## config.mk

```make
export PLATFORM = sky130hd
export DESIGN_NAME = alu_cmp_seq_flat
export DESIGN_NICKNAME = d
export VERILOG_FILES = /design/src/rtl/alu_cmp_pkg.sv /design/src/rtl/alu_cmp_seq_if.sv /design/src/rtl/alu_cmp_chunk.sv /design/src/rtl/alu_cmp_seq.sv /design/src/flat_wrapper.sv
export SDC_FILE = /design/constraint.sdc
export NUM_CORES = 1
export LEC_CHECK = 0
export ABC_AREA = 1
export CAP_MARGIN = 0
export CORE_ASPECT_RATIO = 0.8
export CORE_MARGIN = 2
export CORE_UTILIZATION = 40
export CTS_CLUSTER_DIAMETER = 80
export DETAILED_ROUTE_END_ITERATION = 8
export GPL_TIMING_DRIVEN = 0
export PLACE_DENSITY = 0.8
export SLEW_MARGIN = 15
export SYNTH_ARGS = -nofsm -noshare
export SYNTH_HDL_FRONTEND = slang
export SYNTH_SLANG_ARGS = --single-unit
```

## constraint.sdc

```tcl
create_clock -name clk -period 2.1 [get_ports clk]
set_clock_uncertainty 0.05 [all_clocks]
set_input_delay 0.525 -clock clk [delete_from_list [all_inputs] [get_ports clk]]
set_output_delay 0.525 -clock clk [all_outputs]
set_load 0.01 [all_outputs]
```

## src/rtl/alu_cmp_pkg.sv

```systemverilog
// Shared definitions for the sequential chunked comparator: op codes, FSM
// encoding, configuration checks and result-flag selection.
package alu_cmp_pkg;

    localparam int OP_W = 3;

    localparam logic [OP_W-1:0] OP_SLT  = 3'b000;
    localparam logic [OP_W-1:0] OP_SLTU = 3'b001;
    localparam logic [OP_W-1:0] OP_SEQ  = 3'b010;
    localparam logic [OP_W-1:0] OP_SNE  = 3'b011;
    localparam logic [OP_W-1:0] OP_SGE  = 3'b100;
    localparam logic [OP_W-1:0] OP_SGEU = 3'b101;

    typedef enum logic [1:0] {
        ST_IDLE = 2'd0,
        ST_SCAN = 2'd1,
        ST_DONE = 2'd2
    } state_e;

    localparam int  DEF_WIDTH    = 32;
    localparam int  DEF_CHUNK    = 8;
    localparam bit  CHUNK_DIV_OK = (DEF_CHUNK >= 1) && ((DEF_WIDTH % DEF_CHUNK) == 0);

    function automatic bit chunk_cfg_ok(input int width, input int chunk);
        return (chunk >= 1) && (width >= chunk) && ((width % chunk) == 0);
    endfunction

    function automatic logic op_is_signed(input logic [OP_W-1:0] op);
        return (op == OP_SLT) || (op == OP_SGE);
    endfunction

    // Reserved codes fall through to 0.
    function automatic logic flag_of(input logic [OP_W-1:0] op, input logic lt, input logic eq);
        logic f;
        f = 1'b0;
        case (op)
            OP_SLT, OP_SLTU: f = lt;
            OP_SGE, OP_SGEU: f = !lt;
            OP_SEQ:          f = eq;
            OP_SNE:          f = !eq;
            default:         f = 1'b0;
        endcase
        return f;
    endfunction

endpackage

```

## src/rtl/alu_cmp_seq_if.sv

```systemverilog
// Request/response bundle for alu_cmp_seq; the EX stage is the master.
interface alu_cmp_seq_if
    import alu_cmp_pkg::*;
#(
    parameter int WIDTH = 32
) ();

    logic             flush;
    logic             in_valid;
    logic             in_ready;
    logic [WIDTH-1:0] a_i;
    logic [WIDTH-1:0] b_i;
    logic [OP_W-1:0]  op_i;
    logic             out_valid;
    logic             out_ready;
    logic [WIDTH-1:0] c_o;

    modport master (
        output flush, in_valid, a_i, b_i, op_i, out_ready,
        input  in_ready, out_valid, c_o
    );

    modport slave (
        input  flush, in_valid, a_i, b_i, op_i, out_ready,
        output in_ready, out_valid, c_o
    );

endinterface

```

## src/rtl/alu_cmp_chunk.sv

```systemverilog
// One CHUNK-bit unsigned magnitude compare slice.
module alu_cmp_chunk #(
    parameter int CHUNK = 8
) (
    input  logic [CHUNK-1:0] a,
    input  logic [CHUNK-1:0] b,
    output logic             lt,
    output logic             eq
);

    assign lt = (a < b);
    assign eq = (a == b);

endmodule

```

## src/rtl/alu_cmp_seq.sv

```systemverilog
// Multi-cycle MSB-first set-less-than/equal unit, CHUNK bits per cycle.
// Define ALU_CMP_EARLY_EXIT_EN to stop scanning at the first differing chunk.
module alu_cmp_seq
    import alu_cmp_pkg::*;
#(
    parameter int WIDTH = 32,
    parameter int CHUNK = 8
) (
    input  logic          clk,
    input  logic          rst,
    alu_cmp_seq_if.slave  bus
);

    localparam int NCHUNK = WIDTH / CHUNK;
    localparam int IDXW   = (NCHUNK > 1) ? $clog2(NCHUNK) : 1;
    localparam logic [WIDTH-1:0] SIGN_FLIP = WIDTH'(1) << (WIDTH - 1);

    if (!chunk_cfg_ok(WIDTH, CHUNK)) begin : g_cfg_err
        $error("alu_cmp_seq: WIDTH must be a non-zero multiple of CHUNK");
    end

    state_e           state_q, state_d;
    logic [WIDTH-1:0] a_q, a_d, b_q, b_d;
    logic [OP_W-1:0]  op_q, op_d;
    logic [IDXW-1:0]  idx_q, idx_d;
    logic             lt_q, lt_d;
    logic             decided_q, decided_d;
    logic             flag_q, flag_d;
    logic             in_ready_q, in_ready_d;
    logic             out_valid_q, out_valid_d;

    logic [CHUNK-1:0] a_sl, b_sl;
    logic             cur_lt, cur_eq;
    logic             scan_lt, scan_dec, scan_last;

    always_comb begin
        a_sl = a_q[int'(idx_q) * CHUNK +: CHUNK];
        b_sl = b_q[int'(idx_q) * CHUNK +: CHUNK];
    end

    alu_cmp_chunk #(.CHUNK(CHUNK)) u_chunk (
        .a  (a_sl),
        .b  (b_sl),
        .lt (cur_lt),
        .eq (cur_eq)
    );

    // Only the first unequal chunk decides lt; later chunks are ignored.
    always_comb begin
        scan_lt   = decided_q ? lt_q : (!cur_eq && cur_lt);
        scan_dec  = decided_q || !cur_eq;
`ifdef ALU_CMP_EARLY_EXIT_EN
        scan_last = (idx_q == '0) || !cur_eq;
`else
        scan_last = (idx_q == '0);
`endif
    end

    always_comb begin
        state_d     = state_q;
        a_d         = a_q;
        b_d         = b_q;
        op_d        = op_q;
        idx_d       = idx_q;
        lt_d        = lt_q;
        decided_d   = decided_q;
        flag_d      = flag_q;
        in_ready_d  = in_ready_q;
        out_valid_d = out_valid_q;

        case (state_q)
            ST_IDLE: begin
                if (bus.in_valid && !bus.flush) begin
                    a_d        = op_is_signed(bus.op_i) ? (bus.a_i ^ SIGN_FLIP) : bus.a_i;
                    b_d        = op_is_signed(bus.op_i) ? (bus.b_i ^ SIGN_FLIP) : bus.b_i;
                    op_d       = bus.op_i;
                    idx_d      = IDXW'(NCHUNK - 1);
                    lt_d       = 1'b0;
                    decided_d  = 1'b0;
                    in_ready_d = 1'b0;
                    state_d    = ST_SCAN;
                end
            end
            ST_SCAN: begin
                lt_d      = scan_lt;
                decided_d = scan_dec;
                if (scan_last) begin
                    flag_d      = flag_of(op_q, scan_lt, !scan_dec);
                    out_valid_d = 1'b1;
                    state_d     = ST_DONE;
                end else begin
                    idx_d = idx_q - 1'b1;
                end
            end
            ST_DONE: begin
                if (bus.out_ready) begin
                    out_valid_d = 1'b0;
                    in_ready_d  = 1'b1;
                    state_d     = ST_IDLE;
                end
            end
            default: begin
                out_valid_d = 1'b0;
                in_ready_d  = 1'b1;
                state_d     = ST_IDLE;
            end
        endcase

        // Flush beats everything, including a same-cycle request.
        if (bus.flush) begin
            out_valid_d = 1'b0;
            in_ready_d  = 1'b1;
            state_d     = ST_IDLE;
        end
    end

    always_ff @(posedge clk) begin
        if (rst) begin
            state_q     <= ST_IDLE;
            a_q         <= '0;
            b_q         <= '0;
            op_q        <= '0;
            idx_q       <= '0;
            lt_q        <= 1'b0;
            decided_q   <= 1'b0;
            flag_q      <= 1'b0;
            in_ready_q  <= 1'b1;
            out_valid_q <= 1'b0;
        end else begin
            state_q     <= state_d;
            a_q         <= a_d;
            b_q         <= b_d;
            op_q        <= op_d;
            idx_q       <= idx_d;
            lt_q        <= lt_d;
            decided_q   <= decided_d;
            flag_q      <= flag_d;
            in_ready_q  <= in_ready_d;
            out_valid_q <= out_valid_d;
        end
    end

    assign bus.in_ready  = in_ready_q;
    assign bus.out_valid = out_valid_q;
    assign bus.c_o       = WIDTH'(flag_q);

endmodule

```

## src/flat_wrapper.sv

```systemverilog
// flat-port wrapper written by rule: the top's interface ports become plain ports
module alu_cmp_seq_flat import alu_cmp_pkg::*;
#(
    parameter int WIDTH = 32,
    parameter int CHUNK = 8
)
  (clk, rst, bus_flush, bus_in_valid, bus_a_i, bus_b_i, bus_op_i, bus_out_ready, bus_in_ready, bus_out_valid, bus_c_o);
  alu_cmp_seq_if #(.WIDTH(WIDTH)) bus_i ();
  input  logic clk;
  input  logic rst;
  input wire logic [$bits(bus_i.flush)-1:0] bus_flush;
  input wire logic [$bits(bus_i.in_valid)-1:0] bus_in_valid;
  input wire logic [$bits(bus_i.a_i)-1:0] bus_a_i;
  input wire logic [$bits(bus_i.b_i)-1:0] bus_b_i;
  input wire logic [$bits(bus_i.op_i)-1:0] bus_op_i;
  input wire logic [$bits(bus_i.out_ready)-1:0] bus_out_ready;
  output wire logic [$bits(bus_i.in_ready)-1:0] bus_in_ready;
  output wire logic [$bits(bus_i.out_valid)-1:0] bus_out_valid;
  output wire logic [$bits(bus_i.c_o)-1:0] bus_c_o;
  assign bus_i.flush = bus_flush;
  assign bus_i.in_valid = bus_in_valid;
  assign bus_i.a_i = bus_a_i;
  assign bus_i.b_i = bus_b_i;
  assign bus_i.op_i = bus_op_i;
  assign bus_i.out_ready = bus_out_ready;
  assign bus_in_ready = bus_i.in_ready;
  assign bus_out_valid = bus_i.out_valid;
  assign bus_c_o = bus_i.c_o;
  alu_cmp_seq #(.WIDTH(WIDTH), .CHUNK(CHUNK)) u_core (.clk(clk), .rst(rst), .bus(bus_i));
endmodule
```

==> results of run 1 <==
-- logic make-up (layout without fill, tap and decap cells) --
| group | after synthesis | after routing | synth area share |
|---|---|---|---|
| AND/OR/NAND/NOR | 216 | 216 | 0.2303 |
| AO/OA/AOI/OAI | 123 | 123 | 0.1827 |
| buffers and inverters | 85 | 180 | 0.1337 |
| flip-flops | 76 | 76 | 0.4167 |
| adder cells (fa/ha/maj) | 9 | 9 | 0.03084 |
| XOR/XNOR | 2 | 2 | 0.004799 |
| other | 1 | 31 | 0.001027 |
-- cell type report --
cell class,instances,share of cell area
well taps,115,0.02699
multi-input cells,381,0.3692
flip-flops and latches,76,0.2856
inverters,22,0.01784
clock buffers,12,0.04811
repair buffers,79,0.1514
clock inverters,4,0.008918
plain buffers,63,0.09200
-- synthesized netlist by cell type --
| cell | n |
|---|---|
| nor2_1 | 152 |
| o21ai_0 | 85 |
| dfxtp_1 | 76 |
| nand2_1 | 51 |
| buf_4 | 32 |
| inv_1 | 20 |
| a21oi_1 | 19 |
| clkbuf_1 | 16 |
| ha_1 | 9 |
| buf_2 | 8 |
| o22ai_1 | 8 |
| a32o_1 | 7 |
| nand3_1 | 6 |
| buf_6 | 5 |
| nand4_1 | 3 |
| inv_2 | 2 |
| nor2_2 | 2 |
| o21ai_1 | 2 |
| xnor2_1 | 2 |
| a31oi_1 | 1 |
| buf_1 | 1 |
| clkbuf_2 | 1 |
| conb_1 | 1 |
| nand3_2 | 1 |
| nand3b_1 | 1 |
| o211a_1 | 1 |
-- through the flow --
stage	instances	setup TNS, ps
finish	752	-35.59
global route	752	-254.6
CTS	749	0
detailed placement	731	-882.8
global placement	731	-747.5
floorplan	542	0
-- path summary, 6_finish.rpt --
check	from	end	slack, ps	depth (start not counted)
min	u_core.bus.in_ready	u_core.bus.in_ready	400	2
max reg2reg	u_core.idx_q[0]	u_core.flag_q	-40	15
max	u_core.idx_q[0]	u_core.flag_q	-40	15
min reg2reg	u_core.bus.in_ready	u_core.bus.in_ready	400	2
-- routing by layer --
layer  vias up  wire [um]
met5         -          0
met4         0         89
met2       105       4710
li1       1848          -
met1      1664       4787
met3        10        569
-- power groups by stage --
stage / clock network, mW / registers [mW] / logic [mW]
floorplan: 0 / 1.61 / 0.505
global placement: 0 / 1.62 / 0.755
detailed placement: 0 / 1.63 / 0.764
CTS: 1.57 / 1.60 / 0.833
global route: 1.64 / 1.61 / 1.06
finish: 1.56 / 1.60 / 0.953
-- sequential cells by signal, indices dropped and copies added (netlist names) --
| register | count |
|---|---|
| u_core.b_q | 32 |
| u_core.op_q | 3 |
| u_core.flag_q | 1 |
| u_core.decided_q | 1 |
| u_core.idx_q | 2 |
| u_core.a_q | 32 |
| u_core.state_q | 2 |
| u_core.lt_q | 1 |
| u_core.bus.out_valid | 1 |
| u_core.bus.in_ready | 1 |
-- worst max-delay path, cell delays in order (launching register included) --
cell and delay [ps]:
dfxtp_2 320, buf_8 140, clkbuf_4 200, nor2_1 210, o22ai_2 140, ha_4 280, nand2_2 70, inv_2 60
nand2_1 40, nor2_1 90, nor2_1 60, nand2_2 80, nand3_1 60, nand2_1 70, nand3_1 60, a21oi_1 130
-- repair_timing --
| item | 4_1_cts | 5_1_grt |
|---|---|---|
| pin swaps | 1 | 15 |
| gates cloned | 1 | 2 |
| buffers inserted | 1 | 1 |
| resized for setup | 46 | 54 |
| setup endpoints to repair | 3 | 2 |
==> impl_metrics.ini, run 1 <==
[synth]
synth_area_leader_cell = dfxtp_1
mappedNetlistArea_sq_um = 3651
synth_top_area_frac = 0.4167
syn_inst = 512
synth.area.top_cells = dfxtp_1 42%, nor2_1 16%, o21ai_0 12%
synth_warnings = 0
synth_area_per_cell_sq_um = 7.131
ys_seq_area_frac = 0.4167
ys_types = 26
ys_seq_elements = 76

[clock_network]
clock-root-buffer = clkbuf_16
cts_sinks = 76
clk_latency_ps = 330
cts_tree = built
clk_pin_slew_ps = 60
holdBufCountCts = 0
clock_path_buffers = 2
numCtsBuffers = 9
h-tree-depth = 3

[global_route]
grt.busiest_layer = met2
met3_usage = 0.04746
grt_use_met2 = 0.3642
grtUsageMet1 = 0.2580
grt_pass1_wl_um = 16130
overflow = 0
grt_max_degree = 13
grt_pass1_vias = 3438
grt_usage = 0.2055
antenna_found_initial = 0

[power]
p_switching_mw = 1.123
finalPower_mw = 4.113
pwr-share-seq = 0.390
p_int_mw = 2.991
power_density_nw_per_um2 = 771.5
ir_worst_vdd_v = 0.0003646
p_sw_frac = 0.2729
clkPwrFrac = 0.379
p_leak_nw = 2.247
combPwrFrac = 0.232

[final_layout]
stdcell_area_sq_um = 5331
fillers = 848
final_nets = 713
mostFrequentLayoutCell = nor2_1
layout_common_cells = 142 x nor2_1, 75 x dfxtp_1, 74 x clkdlybuf4s50_1
areaGrowthSynthToFinish_pct = 46.02
regArea_sq_um = 1523
multi_input_area_sq_um = 1968
fin_util = 0.5950
drive_gt1_frac = 0.1915
n_antenna_cell = 0

[worst_setup_path]
critical_path_class = flip-flop to flip-flop
critPathRequiredTime_ps = 2320
cp-end-kind = flip-flop
worstSetupStartpointType = flip-flop
critPathArrivalTime_ps = 2350
crit_fanout = 10

[route]
antenna_left = 0
vias_per_cell = 4.823
wirelength_um = 10160
wl_per_cell_um = 13.51
vias = 3627
drcViolationCount = 0
drt_iter0_drc = 174
dr.pass1.iters = 5

[die]
rows = 31
core-area_sq_um = 8960
dieArea_sq_um = 9912
io_pins = 106
dieHeight_um = 89.45
start_util = 0.4075
die_width_um = 110.8

[sta]
slew_viol_final = 0
rsz0062_at_grt = yes
post-route-min-period_ps = 2136
hold_slack_ps = 403.6
fmax_mhz = 468.3
setup_ws_ps = -35.59
final-setup-viol-count = 1
hold_viol = 0
period_share = 1.017

[placement]
dpl_worst_slack_ps = -363.9
placed_area_sq_um = 4648
numPortBuffers = 74
dp_hpwl_um = 7599
gp_congestion = 0.8315

[run]
drv_cap = 0

[status]
status = complete, but fails checks
violations = negative setup slack

[hold_path]
hold_class = flip-flop to flip-flop
No activity file was read; power rests on OpenSTA's default activity.
==> run 2: changes to the inputs <==
Settings changed: SETUP_SLACK_MARGIN set to 0.5, SLEW_MARGIN 15 to 20.
==> impl_metrics.ini, run 2 (same netlist as run 1, synthesis figures left out) <==
[route]
antenna_left = 0
drt_iter0_drc = 266
wl_per_cell_um = 14.20
vias_per_cell = 4.899
vias = 3684
drcViolationCount = 0
dr.pass1.iters = 5
wirelength_um = 10680

[die]
rows = 31
dieHeight_um = 89.45
dieArea_sq_um = 9912
die_width_um = 110.8
io_pins = 106
core-area_sq_um = 8960
start_util = 0.4075

[placement]
dpl_worst_slack_ps = -113.1
gp_congestion = 0.9218
placed_area_sq_um = 4702
dp_cells = 731
numPortBuffers = 74
dp_hpwl_um = 7562

[hold_path]
hold_class = flip-flop to flip-flop

[status]
status = complete, but fails checks
violations = negative setup slack

[power]
power_density_nw_per_um2 = 809.2
finalPower_mw = 4.347
ir_worst_vdd_v = 0.0004066
p_leak_nw = 2.291

[final_layout]
drive_gt1_frac = 0.1994
largest_registers = u_core.a_q x32, u_core.b_q x32, u_core.op_q x3
layout_common_cells = 142 x nor2_1, 75 x dfxtp_1, 68 x o21ai_0, 68 x clkdlybuf4s50_1, 45 x nand2_1
final_nets = 713
areaGrowthSynthToFinish_pct = 47.16
n_antenna_cell = 0
fin_cells = 752
mostFrequentLayoutCell = nor2_1
stdcell_area_sq_um = 5373

[sta]
rsz0062_at_grt = yes
post-route-min-period_ps = 2119
setup_ws_ps = -18.79
fmax_mhz = 472.0
period_share = 1.009
hold_slack_ps = 420.8
slew_viol_final = 0
hold_viol = 0
final-setup-viol-count = 1

[clock_network]
h-tree-depth = 3
numCtsBuffers = 9
cts_tree = built
clk_pin_slew_ps = 60
cts_sinks = 76
holdBufCountCts = 0
clk_latency_ps = 340
clock-root-buffer = clkbuf_16
clock_path_buffers = 2

[worst_setup_path]
cp-end-kind = flip-flop
crit_top_cell = nand2_1
critPathArrivalTime_ps = 2290
crit_family = simple AND/OR/NAND/NOR gates
critical_path_class = flip-flop to flip-flop
path_cells = buf_6 > clkinv_8 > buf_6 > nor2_1 > o22ai_1 > ha_1 > nand2_1 > nor2_4 > nand3_2 > nand2_1 > nand3_1 > nand2_1 > nand2_2 > nand3_2 > a21oi_2
worst-path-buf-inv = 3
worstSetupStartpointType = flip-flop
crit_path_max_incr_delay_ps = 330
critPathRequiredTime_ps = 2270
cpMaxStageDelayCell = ha_1
crit_fanout = 10

[global_route]
overflow = 0
grt_pass1_vias = 3533
antenna_found_initial = 0
grt_usage = 0.2155
grt_max_degree = 14
grt_pass1_wl_um = 16590

[run]
drv_cap = 0
[run 2: cell count changes in the layout (fill, tap and decap cells not counted), sizes merged, moves of 2 or more]
| cell | delta |
|---|---|
| clkdlybuf4s50 | -6 |
| dlygate4sd2 | +3 |
| bufinv | +2 |
| dlymetal6s2s | +2 |
| clkbuf | -2 |
[run 2: metal layers]
layer,up-vias,track usage,share of wire
met4,0,0.05682,0.012
met2,159,0.3871,0.50
met5,-,0,0
met3,13,0.06305,0.075
met1,1662,0.2578,0.42
li1,1850,-,-
[run 2: worst reg2reg max path, cell delays in order (launching register included)]
cell	delay [ps]
dfxtp_2	320
buf_6	140
clkinv_8	90
buf_6	150
nor2_1	130
o22ai_1	150
ha_1	330
nand2_1	90
nor2_4	110
nand3_2	90
nand2_1	60
nand3_1	60
nand2_1	70
nand2_2	60
nand3_2	60
a21oi_2	50
[run 2: final timing paths]
check                       start             to  slack [ps]  cells after the start
setup / recovery  u_core.idx_q[0]  u_core.flag_q         -20                     15
hold / removal      u_core.flag_q  u_core.flag_q         420                      2
setup reg to reg  u_core.idx_q[0]  u_core.flag_q         -20                     15
hold reg to reg     u_core.flag_q  u_core.flag_q         420                      2
[run 2: through the flow]
step                  util  TNS [ps]
floorplan                -         0
global placement    0.5248    -100.7
detailed placement  0.5248    -428.1
CTS                 0.5819    -11.44
global route        0.5996    -217.6
finish              0.5996    -18.79
[run 2: area by class of cell]
type	instances	area, sq um
flip-flops and latches	76	1523
inverters	22	97.59
fillers	837	3587
plain buffers	63	514.2
clock inverters	6	111.4
well taps	115	143.9
multi-input cells	382	1967
clock buffers	10	229.0
repair buffers	78	787.0
[run 2: report_power, final]
part | internal [mW] | switching, mW
clock network | 1.16 | 0.608
logic | 0.470 | 0.503
registers | 1.54 | 0.0636
total | 3.17 | 1.17
[run 2: timing repair]
action	in CTS	in global routing
gates cloned	2	0
buffers inserted	2	1
endpoints found under the setup margin	74	60
endpoints found under the hold margin	0	0
resized for setup	43	55
pin swaps	9	17
==> run 3: changes to the inputs <==
Settings changed: SKIP_CTS_REPAIR_TIMING set to 1.
==> impl_metrics.ini, run 3 (same netlist as run 1, synthesis figures left out) <==
[global_route]
grt_max_degree = 14
grt_pass1_vias = 3424
grt_usage = 0.2053
grt_pass1_wl_um = 15810
overflow = 0
antenna_found_initial = 0

[route]
drcViolationCount = 0
wl_per_cell_um = 14.28
dr.pass1.iters = 5
wirelength_um = 10740
drt_iter0_drc = 242
vias_per_cell = 4.923
vias = 3702
antenna_left = 0

[worst_setup_path]
cpMaxStageDelayCell = dfxtp_2
critical_path_class = flip-flop to flip-flop
critPathArrivalTime_ps = 2390
cp-end-kind = flip-flop
path_cells = buf_8 > clkbuf_4 > nor2_1 > o22ai_2 > ha_4 > nand4_1 > nor2_1 > nor2_2 > nand2_2 > nand3_2 > nand2_2 > nand3_2 > a21oi_2
crit_family = simple AND/OR/NAND/NOR gates
worst-path-buf-inv = 2
critPathRequiredTime_ps = 2320
worstSetupStartpointType = flip-flop
crit_path_max_incr_delay_ps = 320
crit_fanout = 10

[sta]
slew_viol_final = 0
period_share = 1.033
rsz0062_at_grt = yes
fmax_mhz = 461.0
hold_slack_ps = 421.7
final-setup-viol-count = 1
fin_setup_tns_ps = -69.28
setup_ws_ps = -69.28
hold_viol = 0
post-route-min-period_ps = 2169

[final_layout]
n_antenna_cell = 0
layout_common_cells = 142 x nor2_1, 75 x dfxtp_1, 71 x o21ai_0
final_nets = 713
stdcell_area_sq_um = 5370
areaGrowthSynthToFinish_pct = 47.09
drive_gt1_frac = 0.1868
fillers = 835
largest_registers = u_core.a_q x32, u_core.b_q x32, u_core.op_q x3
mostFrequentLayoutCell = nor2_1

[placement]
placed_area_sq_um = 4702
dp_hpwl_um = 7562
numPortBuffers = 74
gp_congestion = 0.9218

[die]
rows = 31
dieArea_sq_um = 9912
start_util = 0.4075
io_pins = 106
core-area_sq_um = 8960
dieHeight_um = 89.45
die_width_um = 110.8

[clock_network]
clk_pin_slew_ps = 60
clock-root-buffer = clkbuf_16
clock_path_buffers = 2
clk_latency_ps = 340
h-tree-depth = 3
cts_tree = built
cts_sinks = 76
numCtsBuffers = 9

[power]
power_density_nw_per_um2 = 810.4
p_leak_nw = 2.315
ir_worst_vdd_v = 0.0003991

[run]
drv_cap = 0

[status]
violations = negative setup slack
status = complete, but fails checks

[hold_path]
hold_class = flip-flop to flip-flop
## run 3: final timing paths
| kind | endpoint | cells past startpoint | from | slack, ps |
|---|---|---|---|---|
| worst max-delay path | u_core.flag_q | 13 | u_core.idx_q[0] | -70 |
| worst max register to register | u_core.flag_q | 13 | u_core.idx_q[0] | -70 |
| worst min-delay path | u_core.flag_q | 2 | u_core.flag_q | 420 |
| worst min register to register | u_core.flag_q | 2 | u_core.flag_q | 420 |
## run 3: cell type report
| cell class | instances | area [sq um] | share of cell area |
|---|---|---|---|
| timing repair buffer | 78 | 815.8 | 0.1519 |
| tap | 115 | 143.9 | 0.02679 |
| multi-input combinational | 382 | 1958 | 0.3646 |
| clock inverter | 6 | 111.4 | 0.02074 |
| sequential | 76 | 1523 | 0.2836 |
| buffer | 63 | 491.7 | 0.09157 |
| clock buffer | 10 | 229.0 | 0.04264 |
| inverter | 22 | 97.59 | 0.01817 |
## run 3: per-layer routing
metal,share of wire,wire [um],vias to the layer above,GRT usage
met5,0,0,-,0
met4,0.017,187,0,0.06477
met3,0.075,802,19,0.05966
met2,0.48,5183,141,0.3564
met1,0.42,4562,1691,0.2511
li1,-,-,1851,-
## run 3: tightest hold or removal path: cells and delay by family (launching register included)
kind               cells  cell delay [ps]
AOI/OAI and AO/OA      1               50
DFF                    1              310
and+or+nand+nor        1               70
## run 3: where the power goes
group          internal (mW)  leakage [nW]  total (mW)  switching, mW
Combinational          0.472          1.53       0.985          0.513
Sequential              1.54         0.626        1.60         0.0632
Clock                   1.16         0.163        1.76          0.602
Total                   3.17          2.32        4.35           1.18
## run 3: through the flow
step                total power [mW]  utilization  instances  setup slack [ps]
finish                         4.352       0.5994        752            -69.28
global route                   4.539       0.5994        752            -186.7
CTS                            4.170       0.5628        747            -135.9
detailed placement             2.409       0.5248        731            -113.1
global placement               2.390       0.5248        731            -80.43
floorplan                      2.132            -        542             209.7
==> variant: new RTL, flow settings as in run 3 <==
Take the reset off `b_q` and load it in a clocked block of its own.
--- a/src/rtl/alu_cmp_seq.sv
+++ b/src/rtl/alu_cmp_seq.sv
@@ -120,3 +120,2 @@
             a_q         <= '0;
-            b_q         <= '0;
             op_q        <= '0;
@@ -131,3 +130,2 @@
             a_q         <= a_d;
-            b_q         <= b_d;
             op_q        <= op_d;
@@ -142,2 +140,6 @@
 
+    always_ff @(posedge clk) begin
+        b_q <= b_d;
+    end
+
     assign bus.in_ready  = in_ready_q;
Function: same outputs for any inputs over 10 cycles, from zero or initial values and one cycle with rst high; that may be too few to reach the edited logic, so the function may still have changed.
==> variant against run 3 <==
- power down 16%
- synthesized area down 2.6%
- cell area down 3.4%
- clock power down 36%
- wire length down 15%
- non-clock buffer count down 4
- setup slack worse by 11 ps
- the flow still finishes with violations (setup timing)
- sequential cell count unchanged
==> variant: results (changes against run 3) <==
Outcome
  • Status: finished, violations left (unchanged)
  • Failing checks: setup timing (unchanged)

Yosys
  • Post-synthesis compound-gate area fraction: 0.1422 (was 0.1827)
  • Unique masters post-synth: 32 (was 26)
  • Synth area leaders: edfxtp_1 27%, dfxtp_1 25%, nor2_1 9.0% (was dfxtp_1 42%, nor2_1 16%, o21ai_0 12%)
  • Async S/R FF share, synth: 0 (unchanged)
  • Post-Synth Adder-Cell Area: 0.03168 (was 0.03084)
  • Synth top area share: 0.2703 (was 0.4167)
  • Register area share after synthesis: 0.5181 (was 0.4167)
  • Synth Area in XOR/XNOR: 0.004928 (was 0.004798)
  • Top cells by count, synth: 85 x nor2_1, 51 x o21ai_0, 48 x nand2_1 (was 152 x nor2_1, 85 x o21ai_0, 76 x dfxtp_1)
  • Average footprint of a synthesized cell: 8.887 sq um (was 7.131 sq um)
  • Yosys warning total: 0 (unchanged)
  • EDFF count, synth: 32 (was 0)

Power and ir drop
  • Sequential share of power: 0.459 (was 0.368)
  • Sw Pwr: 1005 uW (was 1178 uW)
  • Clock power frac: 0.311 (was 0.405)
  • Max VDD drop: 310.1 uV (was 399.1 uV)
  • Static Leak: 0.002187 uW (was 0.002315 uW)

Worst setup path
  • Crit Path Max Fanout: 10 (unchanged)
  • Slowest CP cell: dfxtp_2 (unchanged)
  • CP peak stage delay: 350 ps (was 320 ps)
  • Worst EP arrival: 2420 ps (was 2390 ps)

Global routing
  • Tot GR Track Use: 0.1822 (was 0.2053)
  • Pin count of the biggest net entering global routing: 42 (was 14)
  • Vias in the first global route: 2823 (was 3424)
  • First-pass GRT wire length: 13250 um (was 15810 um)

Placement
  • Placed cells: 616 (was 731)
  • Detailed Place HPWL: 6434 um (was 7562 um)
  • Dpl ws: -260.1 ps (was -113.1 ps)
  • Routability Congestion: 0.8192 (was 0.9218)

STA
  • Final setup margin: -80.67 ps (was -69.28 ps)
  • Final TNS setup: -129.2 ps (was -69.28 ps)
  • # setup viols final: 2 (was 1)

Layout
  • Fin nets: 607 (was 713)
  • Finished Layout Cells: 643 (was 752)
  • Share of layout cells above drive strength 1: 0.2298 (was 0.1868)
  • Fillers: 720 (was 835)

CTS
  • Worst-Skew Late Latency: 360 ps (was 340 ps)
  • Worst-path clk slew: 80 ps (was 60 ps)

Routing
  • Drt total wl: 9118 um (was 10740 um)
  • Total number of vias: 3083 (was 3702)
  • Starting DRT DRC Count: 207 (was 242)
variant: cell types whose count changed after synthesis, sizes merged, moves of 2 or more:
| cell | before | now |
|---|---|---|
| edfxtp | 0 | 32 |
| xnor2 | 2 | 0 |
| buf | 46 | 44 |
| o21ai | 87 | 53 |
| inv | 22 | 18 |
| xor2 | 0 | 2 |
| nor2 | 154 | 92 |
| dfxtp | 76 | 44 |
| clkbuf | 17 | 8 |
variant: through the flow:
step / area, sq um / total power [uW]
after floorplan: 3715 / 2118
after global placement: 4596 / 2352
after detailed placement: 4596 / 2372
after CTS: 4796 / 3481
after global routing: 5186 / 3800
final: 5186 / 3639
variant: final cells by class:
type,instances,area (sq um),share of cell area
sequential,76,1844,0.3556
multi-input combinational,283,1538,0.2965
timing repair buffer,85,900.9,0.1737
buffer,52,467.9,0.09023
tap,112,140.1,0.02702
clock buffer,10,137.6,0.02654
inverter,19,95.09,0.01834
clock inverter,6,62.56,0.01206
variant: metal layers:
layer / vias up / global-route usage / wire [um]
met1: 1409 / 0.2396 / 3976
met5: - / 0 / 0
met2: 125 / 0.3008 / 4300
met3: 12 / 0.05376 / 728
met4: 0 / 0.03797 / 113
li1: 1537 / - / -
variant: cell families after synthesis:
kind of cell	Yosys count
other cells	1
compound gates	89
simple gates	152
xor+xnor	2
fa+ha+maj	9
buf+inv	71
flops	76
variant: worst paths after layout:
kind | start | endpoint | slack [ps] | cells after the start
setup / recovery | u_core.idx_q[0] | u_core.flag_q | -80 | 16
hold / removal | u_core.bus.in_ready | u_core.bus.in_ready | 410 | 2
setup reg to reg | u_core.idx_q[0] | u_core.flag_q | -80 | 16
hold reg to reg | u_core.bus.in_ready | u_core.bus.in_ready | 410 | 2
